### config.mk
export PLATFORM = sky130hd
export DESIGN_NAME = erasure_position_gen
export DESIGN_NICKNAME = d
export VERILOG_FILES = /design/src/rtl/erasure_position_gen.sv
export SDC_FILE = /design/constraint.sdc
export NUM_CORES = 1
export LEC_CHECK = 0
export BUFFER_PORTS_ARGS = -buffer_cell sky130_fd_sc_hd__buf_2
export CELL_PAD_IN_SITES_DETAIL_PLACEMENT = 0
export CELL_PAD_IN_SITES_GLOBAL_PLACEMENT = 1
export CORE_MARGIN = 2
export CORE_UTILIZATION = 27
export CTS_CLUSTER_DIAMETER = 100
export DETAILED_ROUTE_END_ITERATION = 10
export PLACE_DENSITY = 0.47
export SYNTH_ARGS = -nofsm -noshare
export SYNTH_HDL_FRONTEND = slang
export SYNTH_SLANG_ARGS = --single-unit
### constraint.sdc
create_clock -name clock -period 11.5 [get_ports clock]
set_clock_uncertainty 0.15 [all_clocks]
set_input_delay 1.15 -clock clock [delete_from_list [all_inputs] [get_ports clock]]
set_output_delay 1.15 -clock clock [all_outputs]
set_load 0.02 [all_outputs]
### src/rtl/erasure_position_gen.sv
// erasure_position_gen: collects erasure roots alpha^(n-1-k) for the erased symbols of a
// 255-symbol RS codeword and serves them one per request cycle to the erasure locator.
// Optional build macro ERASURE_PINGPONG_EN adds a second root bank so the next block can be
// collected while the current one is being served.
module erasure_position_gen #(
    parameter int unsigned width        = 5,
    parameter int unsigned max_erasures = 16,
    parameter int unsigned block_length = 255,
    parameter logic [7:0]  start_power  = 8'h8E
) (
    input  logic             clock,
    input  logic             reset,
    input  logic             in_valid,
    input  logic             in_erase,
    input  logic             in_last,
    input  logic [width-1:0] no_of_parity,
    input  logic             send_erasure_positions_for_loc,
    output logic [7:0]       erase_position,
    output logic             erasure_ready,
    output logic             erase_pos_done,
    output logic [width-1:0] number_of_erasures,
    output logic             erasure_overflow
);

`ifdef ERASURE_PINGPONG_EN
    localparam int unsigned NumBanks = 2;
`else
    localparam int unsigned NumBanks = 1;
`endif
    localparam int unsigned IdxW = (max_erasures > 1) ? $clog2(max_erasures) : 1;
    localparam int unsigned SymW = $clog2(block_length);
    localparam logic [SymW-1:0]  LastSym = SymW'(block_length - 1);
    localparam logic [width-1:0] MaxErr  = width'(max_erasures);
    // Multiplying by alpha^-1 under 0x11D folds the low bit back in as 0x11D >> 1.
    localparam logic [7:0]       AlphaInvFold = 8'h8E;

    typedef enum logic [2:0] {StIdle, StCollect, StReady, StSend, StDone} state_e;

    state_e state_q, state_d;

    logic [7:0]                               power_q, power_d;
    logic [SymW-1:0]                          sym_q, sym_d;
    logic                                     col_open_q, col_open_d;
    logic [NumBanks-1:0][width-1:0]           cnt_q, cnt_d;
    logic [NumBanks-1:0]                      ovf_q, ovf_d;
    logic [NumBanks-1:0][max_erasures-1:0][7:0] mem_q, mem_d;
    logic [width-1:0]                         rd_q, rd_d;
    logic [width-1:0]                         num_q, num_d;
    logic [7:0]                               pos_q, pos_d;
    logic                                     rdy_q, rdy_d;
    logic                                     done_q, done_d;

    logic srv_bank;
    logic col_bank;

`ifdef ERASURE_PINGPONG_EN
    logic       srv_bank_q, srv_bank_d;
    logic [1:0] full_q, full_d;
    assign srv_bank = srv_bank_q;
    // The serving bank collects only for the first block; afterwards the other bank fills.
    assign col_bank = (state_q == StIdle || state_q == StCollect) ? srv_bank_q : ~srv_bank_q;
`else
    assign srv_bank = 1'b0;
    assign col_bank = 1'b0;
`endif

    logic             req;
    logic             accept;
    logic [7:0]       base_power;
    logic [SymW-1:0]  base_sym;
    logic [width-1:0] base_cnt;
    logic             base_ovf;
    logic [width-1:0] limit;
    logic             store;
    logic [width-1:0] new_cnt;
    logic             new_ovf;
    logic [7:0]       new_power;
    logic             blk_end;
    logic [width-1:0] srv_cnt;
    logic             emit;
    logic             finish;

    assign req     = send_erasure_positions_for_loc;
    assign srv_cnt = cnt_q[srv_bank];

    // Decide whether the symbol slot on the input is taken this cycle.
    always_comb begin
        accept = 1'b0;
        case (state_q)
            StIdle, StCollect: accept = in_valid;
`ifdef ERASURE_PINGPONG_EN
            StReady, StSend, StDone: accept = in_valid && !full_q[~srv_bank_q];
`else
            StDone: accept = in_valid;
`endif
            default: accept = 1'b0;
        endcase
    end

    // Per-symbol collection step; a closed collector starts the block from fresh values.
    always_comb begin
        base_power = col_open_q ? power_q : start_power;
        base_sym   = col_open_q ? sym_q : '0;
        base_cnt   = col_open_q ? cnt_q[col_bank] : '0;
        base_ovf   = col_open_q ? ovf_q[col_bank] : 1'b0;
        limit      = (no_of_parity < MaxErr) ? no_of_parity : MaxErr;
        store      = in_erase && (base_cnt < limit);
        new_cnt    = base_cnt + width'(store);
        new_ovf    = base_ovf | (in_erase && !(base_cnt < limit));
        new_power  = base_power[0] ? ((base_power >> 1) ^ AlphaInvFold) : (base_power >> 1);
        blk_end    = in_last || (base_sym == LastSym);
    end

    // Serving decisions: hand out one root per request, or flag completion.
    always_comb begin
        emit   = 1'b0;
        finish = 1'b0;
        case (state_q)
            StReady: begin
                emit   = req && (srv_cnt != '0);
                finish = req && (srv_cnt == '0);
            end
            StSend: begin
                finish = (rd_q == srv_cnt);
                emit   = req && (rd_q != srv_cnt);
            end
            default: ;
        endcase
    end

    // State register.
    always_ff @(posedge clock or posedge reset) begin
        if (reset) state_q <= StIdle;
        else       state_q <= state_d;
    end

    // Next-state logic.
    always_comb begin
        state_d = state_q;
        unique case (state_q)
            StIdle, StCollect: if (accept && blk_end) state_d = StReady;
                               else if (accept)       state_d = StCollect;
            StReady: if (emit) state_d = StSend;
                     else if (finish) state_d = StDone;
            StSend:  if (finish) state_d = StDone;
            StDone: begin
`ifdef ERASURE_PINGPONG_EN
                if (full_q[~srv_bank_q]) state_d = StReady;
`else
                if (accept) state_d = blk_end ? StReady : StCollect;
`endif
            end
            default: state_d = StIdle;
        endcase
    end

    // Datapath and registered outputs.
    always_comb begin
        power_d    = power_q;
        sym_d      = sym_q;
        col_open_d = col_open_q;
        cnt_d      = cnt_q;
        ovf_d      = ovf_q;
        mem_d      = mem_q;
        rd_d       = rd_q;
        num_d      = num_q;
        pos_d      = pos_q;
        rdy_d      = 1'b0;
        done_d     = done_q;
`ifdef ERASURE_PINGPONG_EN
        srv_bank_d = srv_bank_q;
        full_d     = full_q;
`endif
        if (accept) begin
            power_d         = new_power;
            sym_d           = base_sym + SymW'(1);
            col_open_d      = !blk_end;
            cnt_d[col_bank] = new_cnt;
            ovf_d[col_bank] = new_ovf;
            if (store) mem_d[col_bank][base_cnt[IdxW-1:0]] = base_power;
            if (col_bank == srv_bank) begin
                done_d = 1'b0;
                rd_d   = '0;
                if (blk_end) num_d = new_cnt;
            end
`ifdef ERASURE_PINGPONG_EN
            else if (blk_end) begin
                full_d[col_bank] = 1'b1;
            end
`endif
        end
        if (emit) begin
            pos_d = mem_q[srv_bank][rd_q[IdxW-1:0]];
            rdy_d = 1'b1;
            rd_d  = rd_q + width'(1);
        end
        if (finish) done_d = 1'b1;
`ifdef ERASURE_PINGPONG_EN
        // Swap to the waiting bank once the current one has been fully delivered.
        if (state_q == StDone && full_q[~srv_bank_q]) begin
            srv_bank_d          = ~srv_bank_q;
            full_d[~srv_bank_q] = 1'b0;
            num_d               = cnt_q[~srv_bank_q];
            rd_d                = '0;
            done_d              = 1'b0;
        end
`endif
    end

    // Datapath registers.
    always_ff @(posedge clock or posedge reset) begin
        if (reset) begin
            power_q    <= start_power;
            sym_q      <= '0;
            col_open_q <= 1'b0;
            cnt_q      <= '0;
            ovf_q      <= '0;
            mem_q      <= '0;
            rd_q       <= '0;
            num_q      <= '0;
            pos_q      <= '0;
            rdy_q      <= 1'b0;
            done_q     <= 1'b0;
`ifdef ERASURE_PINGPONG_EN
            srv_bank_q <= 1'b0;
            full_q     <= '0;
`endif
        end else begin
            power_q    <= power_d;
            sym_q      <= sym_d;
            col_open_q <= col_open_d;
            cnt_q      <= cnt_d;
            ovf_q      <= ovf_d;
            mem_q      <= mem_d;
            rd_q       <= rd_d;
            num_q      <= num_d;
            pos_q      <= pos_d;
            rdy_q      <= rdy_d;
            done_q     <= done_d;
`ifdef ERASURE_PINGPONG_EN
            srv_bank_q <= srv_bank_d;
            full_q     <= full_d;
`endif
        end
    end

    assign erase_position     = pos_q;
    assign erasure_ready      = rdy_q;
    assign erase_pos_done     = done_q;
    assign number_of_erasures = num_q;
    assign erasure_overflow   = ovf_q[srv_bank];

endmodule

==> results by stage, run 1 <==
Outcome:
- The run finished with clean final reports.

STA:
- The ratio of final minimum period to clock period is 0.355.
- The worst slew margin relative to its limit is 0.309.
- Setup repair after global routing left no endpoint under its margin.
- The accumulated negative setup slack is 0 ns.
- The count of endpoints failing hold in the final timing report was 0.
- The setup violation total in the final timing report is 0.
- The timing-limited maximum frequency is 0.245 GHz.
- In the post-route analysis, the smallest setup slack over all paths is 7.42 ns.
- The max-slew violation count is 0.
- The clock period minus worst slack is 4.08 ns.
- At the pin with the least slew margin, the transition time is 1.04 ns.

Setup path:
- The slowest stage of the critical path belongs to the cell nand4_1.
- The type of the worst setup path is in2reg.
- The arrival time at the worst endpoint is 4.25 ns.
- The startpoint type of the worst setup path is a primary input.
- The required time of the critical path is 11.67 ns.
- Walking the worst path, the cells encountered are buf_2 -> inv_1 -> nand2_1 -> ha_1 -> a211o_1 -> o221ai_1 -> nand4_1 -> mux2_2.
- The dominant delay contributor by cell family on the critical path is compound AO/OA/AOI/OAI gates.
- The type of destination of the critical path is a flop.
- The largest single stage delay on the critical path is 0.89 ns.
- Together, buffers and inverters on the worst path number 2.
- The maximum fanout along the worst path is 15.

Clocking:
- The cell sitting at the root of the clock tree is a clkbuf_16.
- The H-tree depth is 4.
- For this design, the sink count on the clock tree is 174.
- Clock tree synthesis inserted a total of 17 buffers.
- The clock tree from TritonCTS is built.
- After clock tree synthesis, the clock-pin slew on the worst setup and hold paths is 0.07 ns.
- Once the clock tree was built, the resizer swapped 0 gates to a different size.
- The count of buffers added by post-CTS timing repair for setup is 0.
- The later pin in the worst-skew pair is clocked with a latency of 0.43 ns.
- The number of hold buffers added after CTS was 0.
- No sink is reached through more buffers than the 2 on the longest clock path.

Synthesis:
- Synthesis handed over a netlist of 661 instances.
- The number of distinct standard cells referenced by the synthesized netlist is 47.
- The portion of the post-synthesis area used by sequential elements is 0.521.
- The synthesized netlist occupies a cell area of 8370 um2.
- The synthesized net count is 681.
- The share of flip-flops with an asynchronous set or reset after synthesis is 1.00.
- Among all flip-flop cells after synthesis, the most frequent one is dfrtp_1.
- The yosys synthesis warning count is 0.
- The synthesized flop and latch total is 174.
- Yosys attributes the largest share of cell area to dfrtp_1 51%, mux2_2 19%, mux4_2 4.8%.
- The library cell occupying the most area in the post-synthesis netlist is dfrtp_1.
- The number of synthesized flops with an enable pin is 0.
- The area share of the largest cell type after synthesis is 0.509.
- The mean area per synthesized cell is 12.7 um2.

Power:
- The maximum vdd drop is 105 uV.
- Dividing total power by cell area gives a power density of 196 nW/um2.
- The cell leakage power is 4.32 nW.

Final layout:
- After routing the design area is 9460 um2.
- The final cell count without fillers is 1076.
- The layout has 3104 filler cells.
- The signed area change from the synthesized netlist to the final layout is 13.1%.
- The core utilization of the finished layout is 0.309.
- The antenna diode count is 0.
- In the final layout, the share of cells above drive strength 1 is 0.350.
- The number of nets in the final layout is 687.

Placed design:
- The worst setup timing slack at the placement stage is 6.92 ns.
- The final RePlAce weighted congestion is 0.753.
- The number of buffer cells added on primary ports is 26.
- The number of placed instances, taps included is 1044.
- The total half-perimeter wirelength after legalization and detailed placement is 14400 um.
- The placed instances occupy a cell area of 8850 um2.

Drt:
- The number of iterations in the first detailed-routing pass is 4.
- The routed design has 22300 um of wire.
- The first routing iteration left 240 violations.
- The via total after detailed routing is 5281.
- After detailed routing, the number of vias per cell comes to 4.91.
- In the final routed layout, each cell accounts on average for 20.7 um.
- The number of routed nets with antenna violations is 0.
- The post-route DRC violation count is 0.

Global route:
- For this run, global-route usage on met2 was measured as 0.236.
- Entering global routing, the biggest net connects 76 pins.
- The met3 track demand over resource is 0.0275.
- For this run, the total global-route usage over all layers was measured as 0.143.
- The total overflow left after global routing is 0.
- The number of antenna violations at the first check in global routing came to 1.
- The wire length of the first global-routing pass is 35300 um.
- The fraction of met1 tracks used by global routing is 0.195.
- The most used routing layer is met2.
- The via count of the first global-routing pass is 5668.

Die:
- The initial utilization of the core area, before any placement, comes to 0.273.
- 27 I/O pins were placed.
- The floorplan has 64 rows.
- The height of the die is 180 um.
- The area of the die is 32400 um2.
- The die span in x is 180 um.
- The region available for standard cell placement spans 30600 um2.

Min path:
- The type of the most critical hold path is reg2reg.

Job:
- The number of max-cap violations is 0.
routing by layer:
layer,share of wire,vias to the layer above
met5,0,-
met4,0.013,0
met3,0.025,17
met2,0.48,58
met1,0.48,2787
li1,-,2419
stage by stage:
stage               total power [mW]  hold WS [ns]
floorplan                       1.11         0.287
global placement                1.26         0.310
detailed placement              1.27         0.322
CTS                             1.88         0.335
global route                    1.96         0.362
finish                          1.85         0.333
cells in the mapped netlist, types with 2 or more instances:
library cell	count
mux2i_1	32
buf_2	10
nand2_1	57
nor2_1	22
buf_6	3
mux2_2	141
nor3_1	4
mux4_2	18
and2_1	11
xor2_1	6
nand3_1	7
nand2b_1	5
ha_1	9
a22oi_1	9
and3_1	3
xnor2_1	6
a31oi_1	8
o31ai_1	6
inv_1	10
o21ai_0	18
dfstp_2	4
a32oi_1	5
a21oi_1	20
clkbuf_1	32
nor2b_1	4
or2b_1	2
o211ai_1	2
buf_1	2
and4_1	4
nand4_1	14
dfrtp_1	170
a211o_1	2
worst register-to-register path, stage by stage, from the launching register on:
cell	delay [ns]
dfrtp_1	0.32
buf_4	0.33
nand2_1	0.19
inv_1	0.11
ha_1	0.24
a211o_1	0.31
o221ai_1	0.76
nand4_1	0.89
mux2_2	0.56
layout by cell type (no fill, tap or decap), types with 3 or more instances in the layout:
cell,n
dfrtp_1,169
mux2_2,141
nand2_1,57
mux2i_1,32
buf_2,26
nor2_1,22
a21oi_1,20
o21ai_0,18
mux4_2,18
clkbuf_16,17
nand4_1,14
and2_1,11
inv_1,9
a22oi_1,9
ha_1,9
buf_4,9
a31oi_1,8
nand3_1,7
xnor2_1,6
o31ai_1,6
xor2_1,6
nand2b_1,5
a32oi_1,5
and4_1,4
nor3_1,4
nor2b_1,4
inv_6,4
dfstp_2,4
and3_1,3
clkinvlp_4,3
cells by family after synthesis:
logic type / share of synthesized area
XOR/XNOR: 0.0126
flip-flops: 0.521
multiplexers: 0.277
buffers and inverters: 0.0316
AO/OA/AOI/OAI: 0.0619
adder cells (fa/ha/maj): 0.0135
AND/OR/NAND/NOR: 0.0829
power breakdown:
group	switching (mW)	internal, mW	total [mW]
clock network	0.264	0.338	0.602
registers	0.0623	0.700	0.762
logic	0.309	0.179	0.488
state kept, by name (all words and copies together), names as in the netlist, 3 cells and up:
| name | flops |
|---|---|
| mem_q | 128 |
| erase_position | 8 |
| power_q | 8 |
| sym_q | 8 |
| cnt_q | 5 |
| number_of_erasures | 5 |
| rd_q | 5 |
| state_q | 3 |
cell type report:
cell class / count / area [um2] / share of cell area
clock buffer: 20 / 457 / 0.0483
multi-input combinational: 429 / 3750 / 0.397
timing repair buffer: 35 / 198 / 0.0209
sequential: 174 / 4360 / 0.461
tap: 396 / 495 / 0.0524
inverter: 10 / 42.5 / 0.00450
clock inverter: 12 / 154 / 0.0163
final timing paths:
kind / from / endpoint / slack, ns / depth (start not counted)
worst max-delay path: no_of_parity[4] / mem_q[50] / 7.42 / 8
worst max register to register: col_open_q / mem_q[50] / 7.53 / 8
max in group asynchronous: reset / rd_q[1] / 8.54 / 4
min in group asynchronous: reset / mem_q[104] / 0.60 / 2
worst min register to register: sym_q[6] / sym_q[6] / 0.33 / 1
worst min-delay path: sym_q[6] / sym_q[6] / 0.33 / 1
No activity file was read; power rests on OpenSTA's default activity.
==> run 2, diff against run 1 <==
==> constraint.sdc (replaced) <==
create_clock -name clock -period 3.9 [get_ports clock]
set_clock_uncertainty 0.15 [all_clocks]
set_input_delay 0.39 -clock clock [delete_from_list [all_inputs] [get_ports clock]]
set_output_delay 0.39 -clock clock [all_outputs]
set_load 0.02 [all_outputs]
==> run 2 against run 1 <==
Final cell count is 1.0% higher. Critical path depth is 1 lower. Power grew to 2.9 times the previous value. Worst setup slack worse by 6.6 ns. Clock power grew to 2.8 times the previous value. Sequential power grew to 3.0 times the previous value. Clock-buffer cell count is 2 lower. Largest power group unchanged. Largest cell class unchanged.
==> results by stage, run 2 (same netlist as run 1, synthesis figures left out) <==
Global route:
- The largest net degree at the start of global routing came to 46 (-39%).
- The wire length of the first global-routing pass came to 34500 um (-2.4%).
- The via count of the first global-routing pass was 5614 (-0.95%).
- The number of antenna violations at the first check in global routing is 0 (-1).
- The overflow left after global routing is 0 (unchanged).
- The total global routing track utilization is 0.138 (-0.00501).

Final layout:
- The final standard cell area without fillers was 9510 um2 (+0.53%).
- The antenna diode count is 0 (unchanged).
- In the layout the commonest cells are 169 x dfrtp_1, 141 x mux2_2, 57 x nand2_1.
- The area growth from synthesis to layout is 13.7%.
- The area taken by flip-flops and latches is 4360 um2 (unchanged).
- The number of filler instances in the final layout was 3117 (+0.42%).
- The register bank with the most flops is mem_q.
- The fraction of final layout cells with drive strength greater than 1 was 0.360 (+0.0103).
- The most common cell after layout, fill and taps aside is dfrtp_1.
- The number of flip-flops under the largest register name is 128 (unchanged).
- The multi-input gate area in the final layout is 3750 um2 (unchanged).
- The number of nets in the final layout is 698 (+1.6%).

Die:
- The count of pins on the block boundary came to 27 (unchanged).
- The height of the die was 180 um (unchanged).
- The die span in x is 180 um (unchanged).
- The standard cell core area was 30600 um2 (unchanged).
- The area of the die was 32400 um2 (unchanged).
- The effective utilization at floorplan was 0.273 (unchanged).
- The site row count is 64 (unchanged).

Setup path:
- The startpoint of the worst register-to-register path is col_open_q.
- The type of destination of the critical path is a flop.
- The critical path goes through nand2_1 -> inv_1 -> ha_1 -> a211o_1 -> o221a_2 -> a2111oi_4 -> mux2_2.
- The maximum fanout along the worst path is 9 (-6).
- The highest-delay cell along the critical path is a2111oi_4.
- The setup path with the least slack is of type reg2reg.
- The required time of the critical path is 4.06 ns (-7.61 ns).
- The worst stage delay on the critical path is 0.80 ns (-0.09 ns).
- The arrival time at the worst endpoint is 3.26 ns (-0.99 ns).
- The origin of the worst setup path is col_open_q.
- The startpoint type of the worst setup path is a flop.

Clocking:
- The clock net sink count is 174 (unchanged).
- The clock tree from TritonCTS is built.
- The source-to-sink clock delay at the later pin of the worst-skew pair came to 0.43 ns (about the same).
- The post-cts resize count came to 0 (unchanged).
- The TritonCTS buffer count came to 17 (unchanged).
- The buffer cell driving the clock tree root is clkbuf_16.
- The H-tree depth was 4 (unchanged).
- The number of buffers on the longest clock path is 2 (unchanged).
- The clock slew seen by the registers of the worst setup and hold paths is 0.07 ns (about the same).
- The count of hold buffers inserted by post-cts repair is 0 (unchanged).
- The count of buffers added by post-CTS timing repair for setup is 0 (unchanged).

STA:
- The post-route worst setup slack is 0.796 ns (-6.62 ns).
- The final worst hold slack came to 0.0533 ns (-0.280 ns).
- Setup repair after global routing left no endpoint under its margin.
- The timing-limited maximum frequency is 0.322 GHz.
- The worst path needs 3.10 ns of the cycle, external delays included.
- The accumulated negative setup slack is 0 ns (unchanged).
- The setup violation total in the final timing report is 0 (unchanged).
- The worst slew margin relative to its limit is 0.295 (-0.0135).
- The count of endpoints failing hold in the final timing report is 0 (unchanged).
- The ratio of final minimum period to clock period is 0.796.
- The max-slew violation count was 0 (unchanged).
- The slew of the pin with the lowest slew margin was 1.05 ns (+0.0180 ns).

Power:
- The total power divided by cell area came to 565 nW/um2 (+190%).
- The maximum vdd drop came to 271 uV (+160%).
- The cell leakage power came to 4.36 nW (+0.93%).
- The overall power after layout was 5.37 mW (+190%).

Drt:
- The number of iterations in the first detailed-routing pass is 4 (unchanged).
- The aggregate routed wire length is 21900 um (-1.9%).
- The starting DRC count in detailed routing is 204 (-15%).
- The final routed wire length divided by cell count is 20.1 um (-2.9%).
- The average via count per standard cell is 4.90 (-0.17%).
- The post-route DRC violation count is 0 (unchanged).
- The number of routed nets with antenna violations is 0 (unchanged).
- The via total after detailed routing is 5326 (+0.85%).

Placed design:
- The worst setup timing slack at the placement stage was 0.783 ns (-6.14 ns).
- The number of buffer cells added on primary ports was 26 (unchanged).
- The total half-perimeter wirelength after legalization and detailed placement was 14600 um (+1.4%).
- The final RePlAce weighted congestion is 0.748 (-0.72%).
- The post-detailed-placement cell area is 8930 um2 (+0.92%).

Job:
- The number of max-cap violations is 0 (unchanged).

Outcome:
- The run finished with clean final reports.

Min path:
- The min-delay analysis places its worst path in the category in2async.
## run 2: cell count changes in the layout (fill, tap and decap cells not counted), moves of 2 or more
cell / previous run / this run
clkinv_2: 0 / 2
buf_4: 9 / 20
clkbuf_8: 2 / 0
inv_8: 1 / 3
## run 2: power by group
group          total, mW  switching, mW  internal (mW)
registers           2.26          0.193           2.06
clock network       1.71          0.797          0.908
logic               1.41          0.877          0.530
total               5.37           1.87           3.50
## run 2: layout make-up
type,instances,area share
clock buffers,18,0.0451
repair buffers,46,0.0295
multi-input cells,429,0.395
clock inverters,14,0.0158
flip-flops and latches,174,0.458
well taps,396,0.0521
inverters,10,0.00434
## run 2: worst max-delay path: cells and delay by family, from the launching register on
kind / cells / cell delay, ns
buffers and inverters: 1 / 0.08
AOI/OAI and AO/OA: 3 / 1.39
adders and majority gates: 1 / 0.30
DFF: 1 / 0.47
muxes: 1 / 0.42
and+or+nand+nor: 1 / 0.17
## run 2: final timing paths
check                      depth (start not counted)    endpoint  slack (ns)
min                                                2   mem_q[55]        0.05
max                                                7    mem_q[2]        0.80
min reg2reg                                        2  power_q[6]        0.32
max reg2reg                                        7    mem_q[2]        0.80
max in group asynchronous                          3   mem_q[86]        2.63
min in group clock                                 3  state_q[1]        0.18
## run 2: metal layers
layer	GRT usage	up-vias	wire, um
li1	-	2434	-
met1	0.188	2820	10500
met2	0.230	59	10600
met3	0.0224	13	523
met4	0.0345	0	252
met5	0	-	0
## run 2: stage by stage
step | utilization | std cells
after floorplan | - | 661
after global placement | 0.292 | 1055
after detailed placement | 0.292 | 1055
after CTS | 0.311 | 1087
after global routing | 0.311 | 1087
final | 0.311 | 1087
